`config.mk`:
```
export PLATFORM = sky130hd
export DESIGN_NAME = fetch_unit_flat
export DESIGN_NICKNAME = d
export VERILOG_FILES = /design/src/rtl/fetch_unit_if.sv /design/src/rtl/fetch_unit.sv /design/src/flat_wrapper.sv
export SDC_FILE = /design/constraint.sdc
export NUM_CORES = 1
export LEC_CHECK = 0
export ABC_AREA = 1
export CORE_MARGIN = 8
export CORE_UTILIZATION = 38
export DETAILED_ROUTE_END_ITERATION = 10
export PLACE_DENSITY_LB_ADDON = 0.15
export SLEW_MARGIN = 20
export SYNTH_ARGS = -nofsm -noshare
export SYNTH_HDL_FRONTEND = slang
export SYNTH_SLANG_ARGS = --single-unit
```
`constraint.sdc`:
```
create_clock -name clk -period 1 [get_ports clk]
set_input_delay 0.2 -clock clk [delete_from_list [all_inputs] [get_ports clk]]
set_output_delay 0.2 -clock clk [all_outputs]
set_load 0.02 [all_outputs]
```
`src/rtl/fetch_unit_if.sv`:
```
// rtl/fetch_unit_if.sv - memory read, instruction handshake and redirect signals of the fetch stage
interface fetch_unit_if;
    logic [7:0] mem_addr;
    logic [7:0] mem_rd_data;
    logic       instr_valid;
    logic       instr_ready;
    logic [7:0] instr_op;
    logic [7:0] instr_imm;
    logic [7:0] instr_pc;
    logic       instr_len;
    logic       jmp_en;
    logic [7:0] jmp_addr;

    modport master (
        output mem_addr,
        output instr_valid,
        output instr_op,
        output instr_imm,
        output instr_pc,
        output instr_len,
        input  mem_rd_data,
        input  instr_ready,
        input  jmp_en,
        input  jmp_addr
    );

    modport slave (
        input  mem_addr,
        input  instr_valid,
        input  instr_op,
        input  instr_imm,
        input  instr_pc,
        input  instr_len,
        output mem_rd_data,
        output instr_ready,
        output jmp_en,
        output jmp_addr
    );
endinterface

```
`src/rtl/fetch_unit.sv`:
```
// rtl/fetch_unit.sv - instruction fetch stage; define FETCH_IMM_EN for two-byte (bit 7 opcode) instructions
module fetch_unit #(
    parameter logic [7:0] RESET_PC = 8'h00
) (
    input  logic         clk,
    input  logic         rst,
    fetch_unit_if.master bus
);

    typedef enum logic [2:0] {
        F_OP  = 3'd0,
        L_OP  = 3'd1,
`ifdef FETCH_IMM_EN
        F_IMM = 3'd2,
        L_IMM = 3'd3,
`endif
        VALID = 3'd4
    } state_t;

    state_t     state;
    state_t     state_next;
    logic [7:0] pc;
    logic [7:0] op_q;
    logic [7:0] pc_q;
`ifdef FETCH_IMM_EN
    logic [7:0] imm_q;
    logic       len_q;
`endif

    always_ff @(posedge clk) begin
        if (rst) begin
            state <= F_OP;
        end else begin
            state <= state_next;
        end
    end

    // A redirect overrides every state, including a completing handshake in VALID.
    always_comb begin
        state_next = state;
        if (bus.jmp_en) begin
            state_next = F_OP;
        end else begin
            case (state)
                F_OP:  state_next = L_OP;
`ifdef FETCH_IMM_EN
                L_OP:  state_next = bus.mem_rd_data[7] ? F_IMM : VALID;
                F_IMM: state_next = L_IMM;
                L_IMM: state_next = VALID;
`else
                L_OP:  state_next = VALID;
`endif
                VALID: state_next = bus.instr_ready ? F_OP : VALID;
                default: state_next = F_OP;
            endcase
        end
    end

    always_comb begin
        bus.mem_addr    = pc;
        bus.instr_valid = (state == VALID);
    end

    always_ff @(posedge clk) begin
        if (rst) begin
            pc    <= RESET_PC;
            op_q  <= 8'h00;
            pc_q  <= 8'h00;
`ifdef FETCH_IMM_EN
            imm_q <= 8'h00;
            len_q <= 1'b0;
`endif
        end else if (bus.jmp_en) begin
            pc <= bus.jmp_addr;
        end else begin
            case (state)
                L_OP: begin
                    op_q  <= bus.mem_rd_data;
                    pc_q  <= pc;
                    pc    <= pc + 8'd1;
`ifdef FETCH_IMM_EN
                    imm_q <= 8'h00;
                    len_q <= 1'b0;
`endif
                end
`ifdef FETCH_IMM_EN
                L_IMM: begin
                    imm_q <= bus.mem_rd_data;
                    len_q <= 1'b1;
                    pc    <= pc + 8'd1;
                end
`endif
                default: ;
            endcase
        end
    end

    assign bus.instr_op  = op_q;
    assign bus.instr_pc  = pc_q;
`ifdef FETCH_IMM_EN
    assign bus.instr_imm = imm_q;
    assign bus.instr_len = len_q;
`else
    assign bus.instr_imm = 8'h00;
    assign bus.instr_len = 1'b0;
`endif

endmodule

```
`src/flat_wrapper.sv`:
```
// flat-port wrapper written by rule: the top's interface ports become plain ports
module fetch_unit_flat 
#(
    parameter logic [7:0] RESET_PC = 8'h00
)
  (clk, rst, bus_mem_addr, bus_instr_valid, bus_instr_op, bus_instr_imm, bus_instr_pc, bus_instr_len, bus_mem_rd_data, bus_instr_ready, bus_jmp_en, bus_jmp_addr);
  fetch_unit_if bus_i ();
  input  logic clk;
  input  logic rst;
  output wire logic [$bits(bus_i.mem_addr)-1:0] bus_mem_addr;
  output wire logic [$bits(bus_i.instr_valid)-1:0] bus_instr_valid;
  output wire logic [$bits(bus_i.instr_op)-1:0] bus_instr_op;
  output wire logic [$bits(bus_i.instr_imm)-1:0] bus_instr_imm;
  output wire logic [$bits(bus_i.instr_pc)-1:0] bus_instr_pc;
  output wire logic [$bits(bus_i.instr_len)-1:0] bus_instr_len;
  input wire logic [$bits(bus_i.mem_rd_data)-1:0] bus_mem_rd_data;
  input wire logic [$bits(bus_i.instr_ready)-1:0] bus_instr_ready;
  input wire logic [$bits(bus_i.jmp_en)-1:0] bus_jmp_en;
  input wire logic [$bits(bus_i.jmp_addr)-1:0] bus_jmp_addr;
  assign bus_mem_addr = bus_i.mem_addr;
  assign bus_instr_valid = bus_i.instr_valid;
  assign bus_instr_op = bus_i.instr_op;
  assign bus_instr_imm = bus_i.instr_imm;
  assign bus_instr_pc = bus_i.instr_pc;
  assign bus_instr_len = bus_i.instr_len;
  assign bus_i.mem_rd_data = bus_mem_rd_data;
  assign bus_i.instr_ready = bus_instr_ready;
  assign bus_i.jmp_en = bus_jmp_en;
  assign bus_i.jmp_addr = bus_jmp_addr;
  fetch_unit #(.RESET_PC(RESET_PC)) u_core (.clk(clk), .rst(rst), .bus(bus_i));
endmodule
```
==> qor.yml, run 1 <==
overflow: 0
dp.cells: 286
area_growth_pct: 71.9
yosysSeqAreaShare_pct: 41.0
num_vias: 1347
crit_path_start_kind: "register"
clock_skew_ps: 2.74
r2r_slack_ps: -160
netlist_area_sq_um: 1270
finalNonFillerCells: 296
die-area_sq_um: 5440
synth_cells: 181
detail_route.vias_per_cell: 4.55
status: "finished, violations left"
drt-total-wl_mm: 3.66
max_stage_delay_ps: 360
rr_startpoint: "u_core.bus.mem_addr[1]"
min_path_type: "primary input to register"
cts_buffer_depth: 2
root_buffer: "clkbuf_4"
crit_arrival_ps: 970
n_antenna_cell: 0
cts_tree: "done"
timing.setup.tns_ps: -2740
antenna_left: 0
setup_violations: 39
crit_slowest_cell: "dfxtp_2"
initialDrtViolationCount: 48
cts_buffers: 3
crit_path_end_kind: "output port"
fin_nets: 272
report.final.hold_viol_count: 0
ys_ff_latch: 26
clkTransAtPathRegs_ps: 150
max_cap_violations: 0
start_util_pct: 38.6
cts_hold_buf: 0
clk_latency_ps: 320
swShare_pct: 27.1
yosys_warnings: 0
firstDrtPassIters: 4
place.gp.congestion: 0.829
fmax_ghz: 0.851
fp.dieW_um: 73.8
leakage_uw: 0.000982
synth.avg_cell_area_sq_um: 7.01
crit_type: "register to output port"
powerDensity_nw_per_um2: 1140
layout_common_cells: "nand2_1 (51), buf_6 (31), dfxtp_2 (23)"
fin_crit_sh_pct: 117
grtUsageTotal_pct: 13.6
fin_util_pct: 66.4
cp_num_buf_inv: 2
htree_levels: 1
power.switching_uw: 675
holdWs_ps: 405
hpwlAfterDp_mm: 2.70
period_needed_ps: 1170
io_pins: 54
critPathMaxFanout: 2
comb_power_share_pct: 25.2
violations: "negative setup slack"
grt_max_degree: 21
grt_pass1_vias: 1308
core_sq_um: 3280
slew_violations: 0
drt-wirelength-per-cell_um: 12.4
drive_gt1_share_pct: 44.0
min-delay-start: "bus_mem_rd_data[5]"
fp.dieH_um: 73.8
layout_commonest_cell: "nand2_1"
cts_sinks: 26
startpoint: "u_core.state[2]"
internal-power_uw: 1820
antenna_found_initial: 0
crit_family: "flip-flops"
required_ps: 800
pwr-share-clk_pct: 29.5
port_buffers: 44
grt_pass1_wl_mm: 5.87
cp_cell_sequence: "inv_2, nor2_2, buf_6"
drc: 0
seqPwrFrac_pct: 45.3
rows: 21
synthDistinctLibCells: 22
nFillCells: 289
rsz0062_at_grt: "true"
irDropWorstVdd_mv: 0.588
fin_ws_ps: -175
power by group through the flow:
| stage | Combinational, uW | Sequential (uW) | Clock, uW |
|---|---|---|---|
| floorplan | 219 | 1200 | 0 |
| global placement | 534 | 1130 | 0 |
| detailed placement | 538 | 1140 | 0 |
| CTS | 581 | 1130 | 744 |
| global route | 675 | 1130 | 785 |
| finish | 629 | 1130 | 734 |
cell type report:
cell class,instances,area [sq um],area share (%)
clock buffers,3,22.5,1.03
clock inverters,1,30.0,1.38
inverters,20,77.6,3.56
multi-input cells,128,704,32.3
flip-flops and latches,26,561,25.7
well taps,46,57.6,2.64
repair buffers,72,728,33.4
metal layers:
layer	share of wire [%]	vias to the layer above	global-route usage (%)
met5	0	-	0
met4	0.96	0	4.43
met3	7.8	5	4.23
met2	48	38	22.8
met1	43	615	15.7
li1	-	689	-
timing repair:
item	4_1_cts	5_1_grt
setup buffers	5	2
resized for setup	184	18
pin swaps	2	2
endpoints found under the setup margin	49	49
flip-flops by register name, indices dropped and copies added, names as in the netlist:
register,cells
u_core.state,2
u_core.bus.instr_pc,8
u_core.bus.instr_op,8
u_core.bus.mem_addr,8
stage by stage:
step                      setup slack (ps)  power (uW)  cell area, sq um
after CTS                             -182        2450              2100
after detailed placement              -504        1670              1920
final                                 -175        2490              2180
after global placement                -456        1670              1920
after global routing                  -239        2590              2180
after floorplan                      -38.4        1420              1340
worst register-to-register path: cells and delay by family, from the launching register on:
kind	cells	cell delay [ps]
adders and majority gates	1	150
buffers and inverters	2	130
DFF	1	390
and+or+nand+nor	6	410
kinds of logic after synthesis:
family | count (synthesis) | share of synthesized area (%)
AOI/OAI and AO/OA | 28 | 12.1
adders and majority gates | 1 | 0.986
buffers and inverters | 35 | 15.0
DFF | 26 | 41.0
other | 1 | 0.296
and+or+nand+nor | 90 | 30.6
path summary, 6_finish.rpt:
kind	end	cells past startpoint
worst min-delay path	u_core.bus.instr_op[5]	3
worst min register to register	u_core.state[0]	1
worst max register to register	u_core.bus.mem_addr[6]	9
worst max-delay path	bus_instr_valid	3
synthesized netlist by cell type:
cell / number / area, sq um
nand2_1: 56 / 210
dfxtp_1: 26 / 521
inv_1: 19 / 71.3
nor2_1: 19 / 71.3
a21oi_1: 16 / 80.1
buf_4: 11 / 82.6
nand3_1: 9 / 45.0
o21ai_0: 6 / 30.0
o21a_1: 3 / 22.5
a31oi_1: 2 / 12.5
buf_6: 2 / 22.5
clkbuf_1: 2 / 7.51
a21oi_2: 1 / 8.76
conb_1: 1 / 3.75
ha_1: 1 / 12.5
inv_4: 1 / 6.26
nand2_4: 1 / 11.3
nand3_2: 1 / 10.0
nand3_4: 1 / 17.5
nor2_4: 1 / 11.3
nor3_1: 1 / 5.00
or2_2: 1 / 6.26
Note: power is estimated with default switching activity, not from simulation.
==> inputs of run 2 (changes only) <==
Settings changed: CELL_PAD_IN_SITES_DETAIL_PLACEMENT set to 1, CELL_PAD_IN_SITES_GLOBAL_PLACEMENT set to 1, CORE_UTILIZATION 38 to 26, GPL_ROUTABILITY_DRIVEN set to 0.
==> qor.yml, run 2 (synthesized netlist as in run 1, its figures left out) <==
postPlaceCellArea_sq_um: 1980
detail_route.vias_per_cell: 4.29
cp_cell_sequence: "buf_4, nand2_8, nor2_4, buf_12, o21ai_1, a21oi_1"
setup_violations: 25
htree_levels: 1
fin_ws_ps: -151
clkTransAtPathRegs_ps: 100
crit_path_start_kind: "register"
antenna_found_initial: 0
crit_type: "register to register"
max_stage_delay_ps: 350
cts_tree: "done"
n_antenna_cell: 0
port_buffers: 44
grtUsageTotal_pct: 11.1
required_ps: 1200
max_cap_violations: 0
final_area_sq_um: 2140
slew_violations: 0
cts_buffers: 3
fin_crit_sh_pct: 115
drt-wirelength-per-cell_um: 13.3
firstDrtPassIters: 4
leakage_uw: 0.000961
fin_nets: 274
layout_commonest_cell: "nand2_1"
grt_pass1_vias: 1378
cts_sinks: 26
timing.setup.tns_ps: -2650
root_buffer: "clkbuf_8"
drive_gt1_share_pct: 43.3
period_needed_ps: 1150
crit_path_end_kind: "register"
rsz0062_at_grt: "true"
drt-total-wl_mm: 4.24
fp.dieW_um: 85.9
antenna_left: 0
io_pins: 54
min_path_type: "register to register"
fmax_ghz: 0.869
grt_pass1_wl_mm: 6.56
clock_skew_ps: 4.74
crit_arrival_ps: 1350
cts_buffer_depth: 2
critPathMaxFanout: 20
initialDrtViolationCount: 50
irDropWorstVdd_mv: 0.513
powerDensity_nw_per_um2: 1220
status: "finished, violations left"
die-area_sq_um: 7370
num_vias: 1370
fp.dieH_um: 85.9
crit_slowest_cell: "dfxtp_2"
fin_util_pct: 45.2
violations: "negative setup slack"
area_growth_pct: 68.4
drc: 0
start_util_pct: 26.9
grt_max_degree: 21
layout_common_cells: "nand2_1 (52), buf_4 (44), dfxtp_2 (19)"
hpwlAfterDp_mm: 3.19
core_sq_um: 4720
cts_hold_buf: 0
overflow: 0
clk_latency_ps: 270
report.final.hold_viol_count: 0
rows: 25
-- run 2: critical path, delay by kind of cell, from the launching register on --
kind	cells	cell delay, ps
flops	1	350
buf+inv	2	340
compound gates	2	210
simple gates	2	170
-- run 2: worst paths after layout --
kind	from	endpoint	slack, ps	cells past startpoint
min	u_core.state[2]	u_core.state[0]	430	1
min reg2reg	u_core.state[2]	u_core.state[0]	430	1
max reg2reg	u_core.state[0]	u_core.bus.instr_pc[3]	-150	6
max	u_core.state[0]	u_core.bus.instr_pc[3]	-150	6
-- run 2: power breakdown --
group | switching, uW | total (uW) | internal (uW)
sequential | 33.6 | 1120 | 1090
combinational | 308 | 596 | 289
clock | 360 | 896 | 536
-- run 2: timing repair --
action,in CTS,in global routing
setup endpoints to repair,49,49
pin swaps,3,9
gates resized for setup,130,45
buffers inserted,2,0
cloned,0,1
-- run 2: metal layers --
layer  GRT usage, %  share of wire [%]  vias up
li1               -                  -      690
met1           14.0                 47      645
met2           17.9                 48       33
met3           3.06                5.2        2
met4           2.87               0.45        0
met5              0                  0        -
-- run 2: layout make-up --
cell class                 count  area [sq um]
clock buffer                   3          41.3
clock inverter                 1          30.0
fill                         590          2590
inverter                      20          77.6
multi-input combinational    129           699
sequential                    26           556
tap                           67          83.8
timing repair buffer          73           649
-- run 2: stage by stage --
stage / worst slack [ps] / total power (uW) / cells / hold WS, ps
floorplan: -38.4 / 1420 / 189 / 343
global placement: -399 / 1690 / 312 / 421
detailed placement: -479 / 1700 / 312 / 430
CTS: -133 / 2610 / 318 / 423
global route: -229 / 2760 / 319 / 439
finish: -151 / 2610 / 319 / 426
==> inputs of run 3 (changes only) <==
Settings changed: ABC_AREA 1 to unset, CORE_UTILIZATION 26 to 25.
==> qor.yml, run 3 <==
status: "finished, violations left"
violations: "negative setup slack"
crit_type: "register to register"
antenna_left: 0
synthDistinctLibCells: 32
fin_ws_ps: -339
cts_hold_buf: 0
synth_top_area_share_pct: 45.6
crit_arrival_ps: 1540
synth_commonest_cells: "nand2_1 (33), dfxtp_1 (26), a21oi_1 (17)"
grtUsageTotal_pct: 11.4
drt-wirelength-per-cell_um: 16.0
detail_route.vias_per_cell: 4.61
ys_async_sr_fraction_pct: 0
num_vias: 1282
comb_power_share_pct: 24.0
layout_common_cells: "buf_4 (53), clkdlybuf4s50_1 (18), nand2_1 (17), a21oi_2 (17)"
cts_sinks: 26
min_path_type: "primary input to register"
clk_latency_ps: 280
irDropWorstVdd_mv: 0.462
synthTopCellsByArea: "dfxtp_1 (46%), nand2_1 (11%), a21oi_1 (7.4%)"
hpwlAfterDp_mm: 3.13
internal-power_uw: 1840
grt_max_degree: 16
die-area_sq_um: 6990
cts_buffer_depth: 2
rsz0062_at_grt: "true"
drc: 0
crit_path_start_kind: "register"
synth_cells: 139
required_ps: 1200
antenna_found_initial: 0
yosys_warnings: 0
rows: 24
netlist_area_sq_um: 1140
layout_commonest_cell: "buf_4"
critPathMaxFanout: 4
firstDrtPassIters: 3
root_buffer: "clkbuf_8"
swShare_pct: 28.0
drive_gt1_share_pct: 64.6
fmax_ghz: 0.747
cts_buffers: 3
grt_pass1_wl_mm: 6.62
drt-total-wl_mm: 4.44
port_buffers: 44
slew_violations: 0
initialDrtViolationCount: 47
power.switching_uw: 716
fp.dieW_um: 83.6
clock_skew_ps: 3.29
dp.cells: 262
fin_nets: 248
fp.dieH_um: 83.6
powerDensity_nw_per_um2: 1110
report.final.hold_viol_count: 0
fin_crit_sh_pct: 134
yosysSeqAreaShare_pct: 45.6
start_util_pct: 26.1
synth.avg_cell_area_sq_um: 8.22
finalNonFillerCells: 278
synth_edf_count: 0
core_sq_um: 4380
crit_path_end_kind: "register"
cts_tree: "done"
max_cap_violations: 0
p_total_uw: 2560
grt_pass1_vias: 1360
yosysTopAreaCell: "dfxtp_1"
overflow: 0
area_growth_pct: 102
period_needed_ps: 1340
clkTransAtPathRegs_ps: 100
fin_util_pct: 52.6
setup_violations: 29
leakage_uw: 0.000959
htree_levels: 1
io_pins: 54
seqPwrFrac_pct: 44.0
pwr-share-clk_pct: 32.0
ys_ff_latch: 26
synth.most_common_cell: "nand2_1"
dominantRegCellSynth: "dfxtp_1"
n_antenna_cell: 0
-- run 3: final timing paths --
check	startpoint	endpoint	slack (ps)	cells after the start
hold reg to reg	u_core.bus.instr_op[1]	u_core.bus.instr_op[1]	480	2
setup reg to reg	u_core.state[0]	u_core.bus.mem_addr[5]	-340	4
setup / recovery	u_core.state[0]	u_core.bus.mem_addr[5]	-340	4
hold / removal	rst	u_core.bus.mem_addr[5]	300	2
-- run 3: timing repair --
action,4_1_cts,5_1_grt
pin swaps,9,38
setup buffers,6,5
resized for setup,142,82
endpoints found under the setup margin,50,48
gates cloned,1,0
-- run 3: stage by stage --
step	setup TNS [ps]	hold slack (ps)	area [sq um]	setup slack, ps
3_5_place_dp	-15310	453	1870	-488
2_1_floorplan	-3510	271	1200	-274
5_1_grt	-8960	327	2300	-419
3_3_place_gp	-13990	447	1870	-437
4_1_cts	-7030	459	1980	-354
6_report	-7600	302	2300	-339
-- run 3: cells by family after synthesis --
logic type,after synthesis,synth area share (%)
buffers and inverters,21,10.1
adders and majority gates,1,1.10
xor gates and xnor gates,2,1.53
and+or+nand+nor,55,23.5
AOI/OAI and AO/OA,32,17.0
other,1,0.328
muxes,1,0.876
DFF,26,45.6
-- run 3: power groups by stage --
stage / clock (uW) / sequential, uW / combinational (uW)
floorplan: 0 / 1200 / 177
global placement: 0 / 1150 / 476
detailed placement: 0 / 1150 / 487
CTS: 827 / 1120 / 525
global route: 866 / 1130 / 660
finish: 820 / 1120 / 615
-- run 3: final cells by class --
cell class	instances	area [sq um]
fill	492	2080
timing repair buffer	91	822
multi-input combinational	100	766
sequential	26	567
clock buffer	4	66.3
tap	52	65.1
inverter	5	18.8
-- run 3: per-layer routing --
metal | GRT usage [%] | wire length, um | vias to the layer above
met2 | 21.0 | 2350 | 32
met4 | 3.77 | 48 | 0
met3 | 2.64 | 182 | 5
met5 | 0 | 0 | -
li1 | - | - | 631
met1 | 12.3 | 1860 | 614
-- run 3: worst max-delay path: stages (launching register included) --
cell      delay (ps)
dfxtp_4          390
buf_6             90
nand4b_1         150
or3_1            420
a311oi_2         200
